[config.mk]
export PLATFORM = sky130hd
export DESIGN_NAME = random_wait_param
export DESIGN_NICKNAME = d
export VERILOG_FILES = /design/src/rtl/random_wait_param.sv
export SDC_FILE = /design/constraint.sdc
export NUM_CORES = 1
export LEC_CHECK = 0
export ABC_AREA = 1
export CAP_MARGIN = 5
export CORE_ASPECT_RATIO = 0.75
export CORE_UTILIZATION = 40
export DETAILED_ROUTE_END_ITERATION = 8
export GPL_TIMING_DRIVEN = 0
export PLACE_DENSITY = 0.67
export SYNTH_ARGS = -nofsm -noshare
export SYNTH_HDL_FRONTEND = slang
export SYNTH_SLANG_ARGS = --single-unit
export TNS_END_PERCENT = 50
[constraint.sdc]
create_clock -name clk -period 4.4 [get_ports clk]
set_input_delay 0.88 -clock clk [delete_from_list [all_inputs] [get_ports clk]]
set_output_delay 0.88 -clock clk [all_outputs]
set_load 0.01 [all_outputs]
[src/rtl/random_wait_param.sv]
// Start-triggered wait of (r+1)<<SHIFT cycles from a free-running random source, then a 1-cycle done pulse; RWAIT_LFSR_EN selects a 16-bit LFSR source.
// busy is high from the accept edge until expiry, and done follows that edge. No backpressure: start/abort are sampled every edge, and abort wins.
module random_wait_param #(
    parameter int RAND_W = 3,
    parameter int SHIFT  = 10,
    parameter int CNT_W  = RAND_W + 1 + SHIFT
) (
    input  logic              clk,
    input  logic              rst,
    input  logic              start_wait,
    input  logic              abort,
    output logic              rwait_done,
    output logic              busy,
    output logic [RAND_W-1:0] rand_q,
    output logic [CNT_W-1:0]  wait_len
);

    typedef enum logic [1:0] {
        S_IDLE = 2'd0,
        S_WAIT = 2'd1,
        S_DONE = 2'd2
    } state_t;

    state_t            r_state;
    state_t            w_state_nxt;
    logic [CNT_W-1:0]  r_cnt;
    logic [CNT_W-1:0]  w_cnt_nxt;
    logic [CNT_W-1:0]  r_wait_len;
    logic [CNT_W-1:0]  w_len_new;
    logic [RAND_W-1:0] r_rand_q;
    logic [RAND_W-1:0] w_src;
    logic              w_capture;
    logic              r_done;
    logic              r_busy;

`ifdef RWAIT_LFSR_EN
    // Fibonacci LFSR for x^16+x^14+x^13+x^11+1; a non-zero seed keeps it off the all-zero state.
    logic [15:0] r_lfsr;
    logic        w_lfsr_fb;

    assign w_lfsr_fb = r_lfsr[15] ^ r_lfsr[13] ^ r_lfsr[12] ^ r_lfsr[10];

    always_ff @(posedge clk) begin
        if (rst) begin
            r_lfsr <= 16'hACE1;
        end else begin
            r_lfsr <= {r_lfsr[14:0], w_lfsr_fb};
        end
    end

    assign w_src = r_lfsr[RAND_W-1:0];
`else
    logic [RAND_W-1:0] r_src;

    always_ff @(posedge clk) begin
        if (rst) begin
            r_src <= '0;
        end else begin
            r_src <= r_src + RAND_W'(1);
        end
    end

    assign w_src = r_src;
`endif

    // The +1 is done one bit wider than r, so r = max yields 2^RAND_W steps without wrapping.
    assign w_len_new = CNT_W'({1'b0, w_src} + {{RAND_W{1'b0}}, 1'b1}) << SHIFT;

    always_comb begin
        w_state_nxt = r_state;
        w_cnt_nxt   = r_cnt;
        w_capture   = 1'b0;
        unique case (r_state)
            S_IDLE: begin
                if (abort) begin
                    w_state_nxt = S_IDLE;
                end else if (start_wait) begin
                    w_capture   = 1'b1;
                    w_cnt_nxt   = '0;
                    w_state_nxt = S_WAIT;
                end
            end
            S_WAIT: begin
                if (abort) begin
                    w_cnt_nxt   = '0;
                    w_state_nxt = S_IDLE;
                end else if (start_wait) begin
                    w_capture   = 1'b1;
                    w_cnt_nxt   = '0;
                end else if (r_cnt == r_wait_len - CNT_W'(1)) begin
                    w_cnt_nxt   = '0;
                    w_state_nxt = S_DONE;
                end else begin
                    w_cnt_nxt   = r_cnt + CNT_W'(1);
                end
            end
            S_DONE: begin
                w_cnt_nxt = '0;
                if (abort) begin
                    w_state_nxt = S_IDLE;
                end else if (start_wait) begin
                    w_capture   = 1'b1;
                    w_state_nxt = S_WAIT;
                end else begin
                    w_state_nxt = S_IDLE;
                end
            end
            default: begin
                w_cnt_nxt   = '0;
                w_state_nxt = S_IDLE;
            end
        endcase
    end

    always_ff @(posedge clk) begin
        if (rst) begin
            r_state    <= S_IDLE;
            r_cnt      <= '0;
            r_rand_q   <= '0;
            r_wait_len <= '0;
            r_done     <= 1'b0;
            r_busy     <= 1'b0;
        end else begin
            r_state <= w_state_nxt;
            r_cnt   <= w_cnt_nxt;
            r_done  <= (w_state_nxt == S_DONE);
            r_busy  <= (w_state_nxt == S_WAIT);
            if (w_capture) begin
                r_rand_q   <= w_src;
                r_wait_len <= w_len_new;
            end
        end
    end

    assign rwait_done = r_done;
    assign busy       = r_busy;
    assign rand_q     = r_rand_q;
    assign wait_len   = r_wait_len;

endmodule

==> metrics.yaml <==
reg2regPathDepth: 11
p_total_uw: 531
cpMaxStageDelayCell: "clkdlybuf4s50_1"
finalSetupViolations: 0
nets: 262
cp_max_fo: 10
ctsHoldBuffers: 0
clockBufferDepth: 2
design.die.area_mm2: 0.00422
outcome: "complete, no violations"
finalSetupTns_ns: 0
cts_root_buffer: "clkbuf_8"
drt-initial-drc-count: 131
synth_top_cell_area_share_pct: 35.4
dpl.hpwl_mm: 2.49
post-cts-setup-buffers: 0
hold_viol_final: 0
fin_area_mm2: 0.00186
antenna_found_initial: 0
grt_pass1_wl_mm: 5.67
placementRows: 19
ir_drop_mv: 0.226
synth_top_area_cell: "dfxtp_1"
drive_gt1_share_pct: 13.4
hold_path.class: "register to register"
viasPerCell: 4.76
wl_per_cell_um: 10.8
worstPathCellList: "clkdlybuf4s50_1, nor2_2, nor3_2, buf_2, nand2_1, a21oi_1"
power_density_mw_per_mm2: 285
r2r_end: "r_cnt[11]$_SDFFE_PP0P_"
drcViolationCount: 0
cp_top_family: "buffers and inverters"
tightest_slew_ns: 0.504
critical_path.startpoint: "abort"
die_h_um: 56.5
vias: 1458
slew_headroom_pct: 66.4
regToRegSetupSlack_ns: 2.60
htreeDepth: 1
startpoint_type: "primary input"
critPathKind: "primary input to register"
p_leak_nw: 0.710
clk_latency_ns: 0.28
area_growth_pct: 17.7
antenna_cells: 0
cts.sinks: 28
fp.coreArea_mm2: 0.00373
drv_slew: 0
end_kind: "register"
timing.max_cap.violations: 0
hp-start: "rand_q[0]$_SDFFE_PP0P_"
clock-skew-final_ns: 0.0105
cp_num_buf_inv: 2
synth_area_leaders: "dfxtp_1 35%, nand2_1 14%, a21oi_1 7.0%, nand3_1 7.0%, buf_4 5.2%"
synth-seq-cells: 28
ys_async_sr_fraction_pct: 0
finalCritPeriodShare_pct: 49.6
tritoncts: "done"
placed_area_mm2: 0.00179
cts.clk_slew.worst_paths_ns: 0.10
synth_area_mm2: 0.00158
io_pins: 23
first_global_vias: 1220
yosysWarningCount: 0
max_freq_ghz: 0.459
rsz0062_at_grt: "no"
cts_resized: 0
drtPass1Iterations: 4
grtUsageTotal_pct: 17.5
fill_cells: 400
post-route-min-period_ns: 2.18
ant_nets: 0
wl_mm: 3.30
crit_path_end: "r_cnt[8]$_SDFFE_PP0P_"
syn_inst: 230
synth_ff_type: "dfxtp_1"
numPortBuffers: 11
yosysSeqAreaShare_pct: 35.4
fp.dieW_um: 74.6
synth_most_common_cell: "nand2_1"
synth-edff-count: 0
cts_made_buffers: 3
ys_types: 26
r2r_start: "wait_len[10]$_SDFFE_PP0P_"
initial_utilization_pct: 42.4
path_depth: 6
grt_max_degree: 17
grt.overflow.total: 0
yosys-top-cells-count: "58 x nand2_1, 28 x dfxtp_1, 22 x a21oi_1, 22 x nand3_1, 21 x inv_1"
crit_required_ns: 4.62
crit_arrival_ns: 2.40
syn_area_per_cell_um2: 6.88
routabilityCongestion: 0.818
critPathMaxStageDelay_ns: 0.58
whs_path_depth: 2
==> per-layer routing <==
| layer | vias to the layer above | track usage [%] | wire (um) | part of all wire [%] |
|---|---|---|---|---|
| li1 | 779 | - | - | - |
| met1 | 641 | 27.7 | 1820 | 55 |
| met2 | 36 | 23.7 | 1320 | 40 |
| met3 | 2 | 4.85 | 147 | 4.5 |
| met4 | 0 | 2.43 | 20 | 0.61 |
| met5 | - | 0 | 0 | 0 |
==> logic make-up after synthesis <==
| family | Yosys count | share of synthesized area, % |
|---|---|---|
| fa+ha+maj | 3 | 2.37 |
| flops | 28 | 35.4 |
| simple gates | 124 | 37.5 |
| buf+inv | 38 | 12.2 |
| xor+xnor | 4 | 2.21 |
| other cells | 1 | 0.237 |
| compound gates | 32 | 10.1 |
==> power breakdown <==
group | switching [mW] | internal, mW | total, mW
sequential | 0.00530 | 0.260 | 0.265
combinational | 0.0356 | 0.0256 | 0.0612
clock | 0.0830 | 0.122 | 0.205
total | 0.124 | 0.408 | 0.531
==> flip-flops by register name (all words and copies together), names as in the netlist <==
name	flops
r_cnt	14
r_src	3
wait_len	4
rand_q	3
rwait_done	1
r_state	2
busy	1
==> placed cells by master (no fill, tap or decap), types with 2 or more instances in the layout <==
cell type	count
nand4_1	5
inv_2	2
o21ai_0	10
nor3_1	5
buf_4	11
clkdlybuf4s50_1	11
dfxtp_1	28
nand2_1	58
a21oi_1	22
ha_1	3
clkbuf_8	3
conb_1	10
nor2_4	3
nand2_2	5
clkbuf_1	2
xor2_1	3
inv_1	21
nor3b_2	2
nor2_1	18
nor2_2	2
nand3_1	22
==> worst min-delay path by stage <==
| stage | end | slack (ns) |
|---|---|---|
| floorplan | r_src[0]$_SDFF_PP0_ | 0.43 |
| global placement | r_src[0]$_SDFF_PP0_ | 0.46 |
| global route | rand_q[0]$_SDFFE_PP0P_ | 0.50 |
| CTS | rand_q[0]$_SDFFE_PP0P_ | 0.47 |
| detailed placement | rand_q[0]$_SDFFE_PP0P_ | 0.46 |
| finish | rand_q[0]$_SDFFE_PP0P_ | 0.47 |
==> stage by stage <==
| step | util (%) | hold slack [ns] | cells | setup slack [ns] |
|---|---|---|---|---|
| finish | 49.9 | 0.472 | 306 | 2.22 |
| CTS | 49.9 | 0.473 | 306 | 2.22 |
| detailed placement | 48.0 | 0.457 | 302 | 1.93 |
| global route | 49.9 | 0.495 | 306 | 2.12 |
| global placement | 48.0 | 0.455 | 302 | 1.96 |
| floorplan | - | 0.430 | 239 | 2.74 |
==> worst reg2reg max path, cell delays in order (launching register included) <==
cell and delay (ns):
dfxtp_1 0.41, inv_1 0.10, ha_1 0.31, inv_1 0.06, nand2_1 0.04, nand2_1 0.07, nand3_1 0.09, nor2_2 0.19
nand2_2 0.12, buf_6 0.16, nand3_1 0.07, a21oi_1 0.06
==> area by class of cell <==
type / count / area (um2) / area share, %
multi-input cells: 173 / 863 / 46.3
flip-flops and latches: 28 / 561 / 30.1
repair buffers: 11 / 110 / 5.91
plain buffers: 15 / 106 / 5.71
inverters: 23 / 86.3 / 4.63
well taps: 52 / 65.1 / 3.49
clock buffers: 3 / 41.3 / 2.22
clock inverters: 1 / 30.0 / 1.61
(Power assumes the default switching activity.)
